### src/rtl/imp_ln_pkg.sv
// Shared types and widths for the improved
// LayerNorm statistics front-end.
package imp_ln_pkg;

  localparam int DATA_W_D = 8;
  localparam int LOG2N_D  = 6;

  function automatic int sum_w(input int dw, input int l2n);
    return dw + l2n;
  endfunction

  function automatic int sq_w(input int dw, input int l2n);
    return 2 * dw - 1 + l2n;
  endfunction

  function automatic int var_w(input int dw);
    return 2 * dw - 1;
  endfunction

  localparam int SUM_W = sum_w(DATA_W_D, LOG2N_D);
  localparam int SQ_W  = sq_w(DATA_W_D, LOG2N_D);
  localparam int VAR_W = var_w(DATA_W_D);

  localparam int ADDR_LO = 64;
  localparam int ADDR_HI = 255;
  localparam int ADDR_W  = 8;
  localparam int EXP_W   = 4;

  typedef enum logic [1:0] {
    ACC  = 2'd0,
    CALC = 2'd1,
    NORM = 2'd2,
    OUT  = 2'd3
  } state_t;

endpackage

### src/rtl/imp_var_normalizer.sv
// Variance normaliser: shifts v by 2 bits per cycle
// into [ADDR_LO,ADDR_HI], tracking the exponent.
module imp_var_normalizer
  import imp_ln_pkg::*;
#(
  parameter int VW = VAR_W
) (
  input  logic                    clk,
  input  logic                    rst,
  input  logic                    start,
  input  logic [VW-1:0]           var_in,
  output logic                    done,
  output logic [ADDR_W-1:0]       addr,
  output logic signed [EXP_W-1:0] exp_k,
  output logic                    zero
);

  localparam logic [VW-1:0] LO_V = VW'(ADDR_LO);
  localparam logic [VW-1:0] HI_V = VW'(ADDR_HI);

  logic [VW-1:0]           v;
  logic signed [EXP_W-1:0] k;
  logic                    busy;
  logic                    is_zero;
  logic                    is_hi;
  logic                    is_lo;

  // Classify the current value; zero is kept apart from "too small"
  always_comb begin
    is_zero = (v == '0);
    is_hi   = (v > HI_V);
    is_lo   = !is_zero && (v < LO_V);
    done    = busy && !is_hi && !is_lo;
    zero    = is_zero;
    addr    = is_zero ? '0 : v[ADDR_W-1:0];
    exp_k   = is_zero ? '0 : k;
  end

  // One shift-or-finish decision per busy cycle
  always_ff @(posedge clk) begin
    if (rst) begin
      v    <= '0;
      k    <= '0;
      busy <= 1'b0;
    end else if (start) begin
      v    <= var_in;
      k    <= '0;
      busy <= 1'b1;
    end else if (busy) begin
      unique case (1'b1)
        is_hi: begin
          v <= v >> 2;
          k <= k + 4'sd1;
        end
        is_lo: begin
          v <= v << 2;
          k <= k - 4'sd1;
        end
        default: busy <= 1'b0;
      endcase
    end
  end

endmodule

### src/rtl/imp_var_norm.sv
// Accumulates N samples, derives mean and variance,
// and hands the variance to the normaliser.
module imp_var_norm
  import imp_ln_pkg::*;
#(
  parameter int DATA_W = DATA_W_D,
  parameter int LOG2N  = LOG2N_D
) (
  input  logic                clk,
  input  logic                rst,
  input  logic                in_valid,
  output logic                in_ready,
  input  logic [DATA_W-1:0]   in_data,
  output logic                out_valid,
  input  logic                out_ready,
  output logic [DATA_W-1:0]   out_mean,
  output logic [ADDR_W-1:0]   out_addr,
  output logic [EXP_W-1:0]    out_exp,
  output logic                out_zero
);

  localparam int SW = sum_w(DATA_W, LOG2N);
  localparam int QW = sq_w(DATA_W, LOG2N);
  localparam int VW = var_w(DATA_W);
  localparam int PW = 2 * DATA_W;

  state_t state;
  state_t nstate;

  logic signed [SW-1:0]     sum;
  logic [QW-1:0]            sumsq;
  logic [LOG2N-1:0]         count;
  logic                     beat;
  logic                     last;
  logic                     start;

  logic signed [PW-1:0]     sq;
  logic signed [SW-1:0]     mean_full;
  logic signed [DATA_W-1:0] mean_c;
  logic [QW-1:0]            ex2_full;
  logic [VW-1:0]            ex2;
  logic signed [PW-1:0]     mm;
  logic signed [VW+1:0]     diff;
  logic [VW-1:0]            var_c;

  logic                     n_done;
  logic [ADDR_W-1:0]        n_addr;
  logic signed [EXP_W-1:0]  n_exp;
  logic                     n_zero;

  assign beat = in_valid && in_ready;
  assign last = (count == {LOG2N{1'b1}});

  // State register
  always_ff @(posedge clk) begin
    if (rst) state <= ACC;
    else     state <= nstate;
  end

  // Next-state logic
  always_comb begin
    nstate = state;
    unique case (state)
      ACC:  if (beat && last) nstate = CALC;
      CALC: nstate = NORM;
      NORM: if (n_done) nstate = OUT;
      OUT:  if (out_ready) nstate = ACC;
      default: nstate = ACC;
    endcase
  end

  // State-decoded handshake outputs
  always_comb begin
    in_ready  = (state == ACC);
    out_valid = (state == OUT);
    start     = (state == CALC);
  end

  // Mean and clamped variance from the accumulators
  always_comb begin
    sq        = $signed(in_data) * $signed(in_data);
    mean_full = sum >>> LOG2N;
    mean_c    = mean_full[DATA_W-1:0];
    ex2_full  = sumsq >> LOG2N;
    ex2       = ex2_full[VW-1:0];
    mm        = mean_c * mean_c;
    diff      = $signed({2'b00, ex2}) - $signed({mm[PW-1], mm});
    var_c     = diff[VW+1] ? '0 : diff[VW-1:0];
  end

  // Sum, sum of squares and beat counter
  always_ff @(posedge clk) begin
    if (rst) begin
      sum   <= '0;
      sumsq <= '0;
      count <= '0;
    end else if (state == OUT && out_ready) begin
      sum   <= '0;
      sumsq <= '0;
      count <= '0;
    end else if (beat) begin
      sum   <= sum + {{LOG2N{in_data[DATA_W-1]}}, in_data};
      sumsq <= sumsq + {{LOG2N{1'b0}}, sq[PW-2:0]};
      count <= count + 1'b1;
    end
  end

  // Registered result fields
  always_ff @(posedge clk) begin
    if (rst) begin
      out_mean <= '0;
      out_addr <= '0;
      out_exp  <= '0;
      out_zero <= 1'b0;
    end else begin
      if (start) out_mean <= mean_c;
      if (n_done) begin
        out_addr <= n_addr;
        out_exp  <= n_exp;
        out_zero <= n_zero;
      end
    end
  end

  imp_var_normalizer #(
    .VW(VW)
  ) u_norm (
    .clk    (clk),
    .rst    (rst),
    .start  (start),
    .var_in (var_c),
    .done   (n_done),
    .addr   (n_addr),
    .exp_k  (n_exp),
    .zero   (n_zero)
  );

endmodule

### config.mk
export PLATFORM = sky130hd
export DESIGN_NAME = imp_var_norm
export DESIGN_NICKNAME = d
export VERILOG_FILES = /design/src/rtl/imp_ln_pkg.sv /design/src/rtl/imp_var_normalizer.sv /design/src/rtl/imp_var_norm.sv
export SDC_FILE = /design/constraint.sdc
export NUM_CORES = 1
export LEC_CHECK = 0
export CAP_MARGIN = 40
export CELL_PAD_IN_SITES_DETAIL_PLACEMENT = 2
export CELL_PAD_IN_SITES_GLOBAL_PLACEMENT = 2
export CORE_UTILIZATION = 39
export DETAILED_ROUTE_END_ITERATION = 12
export MAX_ROUTING_LAYER = met4
export PLACE_DENSITY = 0.85
export SETUP_SLACK_MARGIN = 0.02
export SYNTH_ARGS = -nofsm -noshare
export SYNTH_HDL_FRONTEND = slang
export SYNTH_SLANG_ARGS = --single-unit
export TNS_END_PERCENT = 1
### constraint.sdc
create_clock -name clk -period 8.9 [get_ports clk]
set_input_delay 2.225 -clock clk [delete_from_list [all_inputs] [get_ports clk]]
set_output_delay 2.225 -clock clk [all_outputs]
set_load 0.01 [all_outputs]
==> reports/qor.txt <==
Starting Density - 39.99%
R2R cell count - 19
Max Cap Viol - 0
Hold EP - out_exp[1]$_SDFFE_PP0P_
fraction of registers with async set or reset after synthesis - 0%
Die Span Y - 157.6 um
maximum clock insertion buffer count - 2
dpl cell area - 10070 sq um
CP arrival - 8.85 ns
Worst Hold Class - reg -> reg
post-DP HPWL - 21.58 mm
Hold-fix buffers, CTS - 0
Die Area - 24830 sq um
largest family of logic cells by synthesized area - adder cells
leakage - 0.004471 uW
critical path data required time - 9.18 ns
Synth Area in Compound Gates - 16.05%
PwrDens - 347.0 nW/um^2
First DRT Iteration DRCs - 329
Max Clock Freq - 116.7 MHz
worst r2r dst - u_norm.v[6]$_SDFFE_PP0P_
Max FO, Critical Path - 11
Peak VDD IR - 179.8 uV
drt pass-1 iters - 4
Post-DRT Antenna Nets - 0
Reg2Reg Setup Slack - 2.42 ns
number of diodes - 0
Hold Vio Cnt, Final - 0
vias in the first global route - 9692
Slew Viols, Final - 0
RePlAce Congestion - 0.7741
adder-cell share of the synthesized area - 33.95%
register area share after synthesis - 17.81%
drt drc - 0
drt wl/cell - 22.20 um
Syn Area/Cell - 8.537 sq um
worst r2r src - sum[6]$_SDFFE_PP0P_
vias per cell - 5.721
final worst-path cycle share - 96.26%
clock latency on the worst-skew pair - 0.37 ns
Worst Hold Launch - out_exp[1]$_SDFFE_PP0P_
final net count - 1332
via count - 8273
Port Buf Inserts - 34
post-synthesis register bit count - 84
area grow syn2layout - 10.01%
worst-margin pin slew - 0.8258 ns
Synth Instances - 1106
GR Util All Layers - 28.33%
core area - 23610 sq um
Synth Cell Area - 9442 sq um
CTS Buf Count - 9
count of cell types in the netlist - 70
final wirelength - 32.11 mm
clock slew at reported path FFs - 0.08 ns
GRT overflow - 0
Worst setup EP type - flop
share of post-route cells with drive strength above 1 - 4.969%
initial antenna violation count - 0
Final Setup Violations - 0
design area - 10390 sq um
main flop type after synthesis - dfxtp_1
CTS sink count - 84
Root Driver - clkbuf_16
Post-Route Setup TNS - 0 ns
CTS resizes - 0
H-tree depth - 3
slew margin rel. - 43.53%
status - finished, final reports clean
largest net degree at the start of global routing - 47
Startpoint Class - primary input
hold path cells - 2
simple-gate share of the synthesized area - 16.64%
min Tclk post-route - 8.567 ns
FP Rows - 56
xor and xnor area share after synthesis - 5.566%
mux share of post-synthesis cell area - 1.842%
syn_nets - 1316
first-pass GRT wire length - 52.32 mm
RSZ-0062 raised after global routing - no
kind of critical path - in -> reg
Die W - 157.6 um
EDFF count, synth - 0
CTS tree - done
Ports - 35
Clock Skew - 0.008177 ns
# Post-CTS Setup Buffers - 0
Synthesis Warnings - 0
-- where the power goes --
group          switching [uW]  internal, uW  leakage (uW)
combinational            1700          1020       0.00364
clock                     205           226      0.000152
sequential               49.7           403      0.000683
-- per-stage QoR --
stage / utilization (%) / worst slack [ns] / cells / power, uW / hold slack, ns
global route: 43.99 / 0.1118 / 1446 / 3846 / 0.4907
global placement: 42.62 / 0.7913 / 1429 / 2709 / 0.4387
floorplan: - / 1.736 / 1106 / 2323 / 0.4356
finish: 43.99 / 0.3326 / 1446 / 3604 / 0.4572
detailed placement: 42.66 / 0.3321 / 1430 / 2910 / 0.4508
CTS: 43.99 / 0.4205 / 1446 / 3588 / 0.4626
-- registers in the layout, indices dropped and copies added, names as in the netlist --
name and count:
count 6, out_addr 8, out_exp 4, out_mean 8
out_zero 1, state 2, sum 14, sumsq 21
u_norm.busy 1, u_norm.k 4, u_norm.v 15
-- cells in the final DEF (no fill, tap or decap), types with 10 or more instances in the layout --
cell type        count
and2_1              24
a21oi_1             83
nor3_1              31
nand2_1            108
xnor2_1             47
xor2_1              13
o21a_1              14
ha_1               100
fa_1                97
nor2b_1             17
clkdlybuf4s50_1     34
o21ai_0             31
buf_4               10
inv_1              155
nand3_1             21
nor2_1              76
a21o_1              20
dfxtp_1             84
a211oi_1            10
mux2i_1             14
-- worst max-delay path, cell delays in order --
cell and delay (ns):
clkdlybuf4s50_1 0.83, nand2_1 0.23, xnor2_1 0.20, ha_1 0.30, inv_1 0.06, fa_1 0.49
inv_1 0.06, fa_1 0.48, inv_1 0.06, fa_1 0.55, inv_1 0.07, ha_1 0.36
a21oi_1 0.26, nor2b_1 0.11, o21a_1 0.20, o41ai_1 0.46, xnor2_1 0.13, ha_1 0.38
nand4_1 0.21, nor2_1 0.21, a21o_1 0.18, o22ai_1 0.19, or3_1 0.40, a21oi_1 0.21
-- cell type report --
type | count | area [sq um]
fillers | 2595 | 13230
well taps | 319 | 399.1
repair buffers | 44 | 415.4
inverters | 155 | 581.8
multi-input cells | 828 | 6994
clock buffers | 9 | 225.2
clock inverters | 7 | 88.84
flip-flops and latches | 84 | 1682
-- metal layers --
metal	vias to the layer above	routed length, um	GRT usage (%)	part of all wire [%]
li1	3732	-	-	-
met1	4265	13100	30.96	41
met2	172	16780	51.14	52
met3	104	732	2.874	2.3
met4	0	1496	14.19	4.7
met5	-	0	-	0
-- synth_stat cells, types with 8 or more instances --
library cell | number | share of area (%)
fa_1 | 97 | 21
a211oi_1 | 10 | 0.80
o21a_1 | 14 | 1.1
a21oi_1 | 83 | 4.4
o21ai_0 | 31 | 1.6
a21o_1 | 20 | 1.6
mux2i_1 | 14 | 1.5
ha_1 | 101 | 13
nor2_1 | 76 | 3.0
xnor2_1 | 47 | 4.4
and2_1 | 23 | 1.5
clkbuf_1 | 27 | 1.1
nand3b_1 | 9 | 0.72
inv_1 | 155 | 6.2
a41oi_2 | 9 | 1.6
nor3_1 | 31 | 1.6
nand2b_1 | 8 | 0.53
nand2_1 | 108 | 4.3
dfxtp_1 | 84 | 18
xor2_1 | 13 | 1.2
nand3_1 | 21 | 1.1
nor2b_1 | 17 | 1.1
-- logic make-up (layout without fill, tap and decap cells) --
family	Yosys count	after routing
adders and majority gates	198	198
AOI/OAI and AO/OA	225	225
and+or+nand+nor	328	328
buffers and inverters	194	215
DFF	84	84
xor gates and xnor gates	60	60
muxes	17	17
-- worst max-delay path by stage --
stage | slack [ns] | from | end
floorplan | 1.74 | in_data[6] | sumsq[20]$_SDFFE_PP0P_
global placement | 0.79 | in_data[6] | sumsq[20]$_SDFFE_PP0P_
detailed placement | 0.33 | in_data[6] | sumsq[18]$_SDFFE_PP0P_
CTS | 0.42 | in_data[6] | sumsq[18]$_SDFFE_PP0P_
global route | 0.11 | in_data[6] | sumsq[18]$_SDFFE_PP0P_
finish | 0.33 | in_data[6] | sumsq[18]$_SDFFE_PP0P_
No activity file was read; power rests on OpenSTA's default activity.
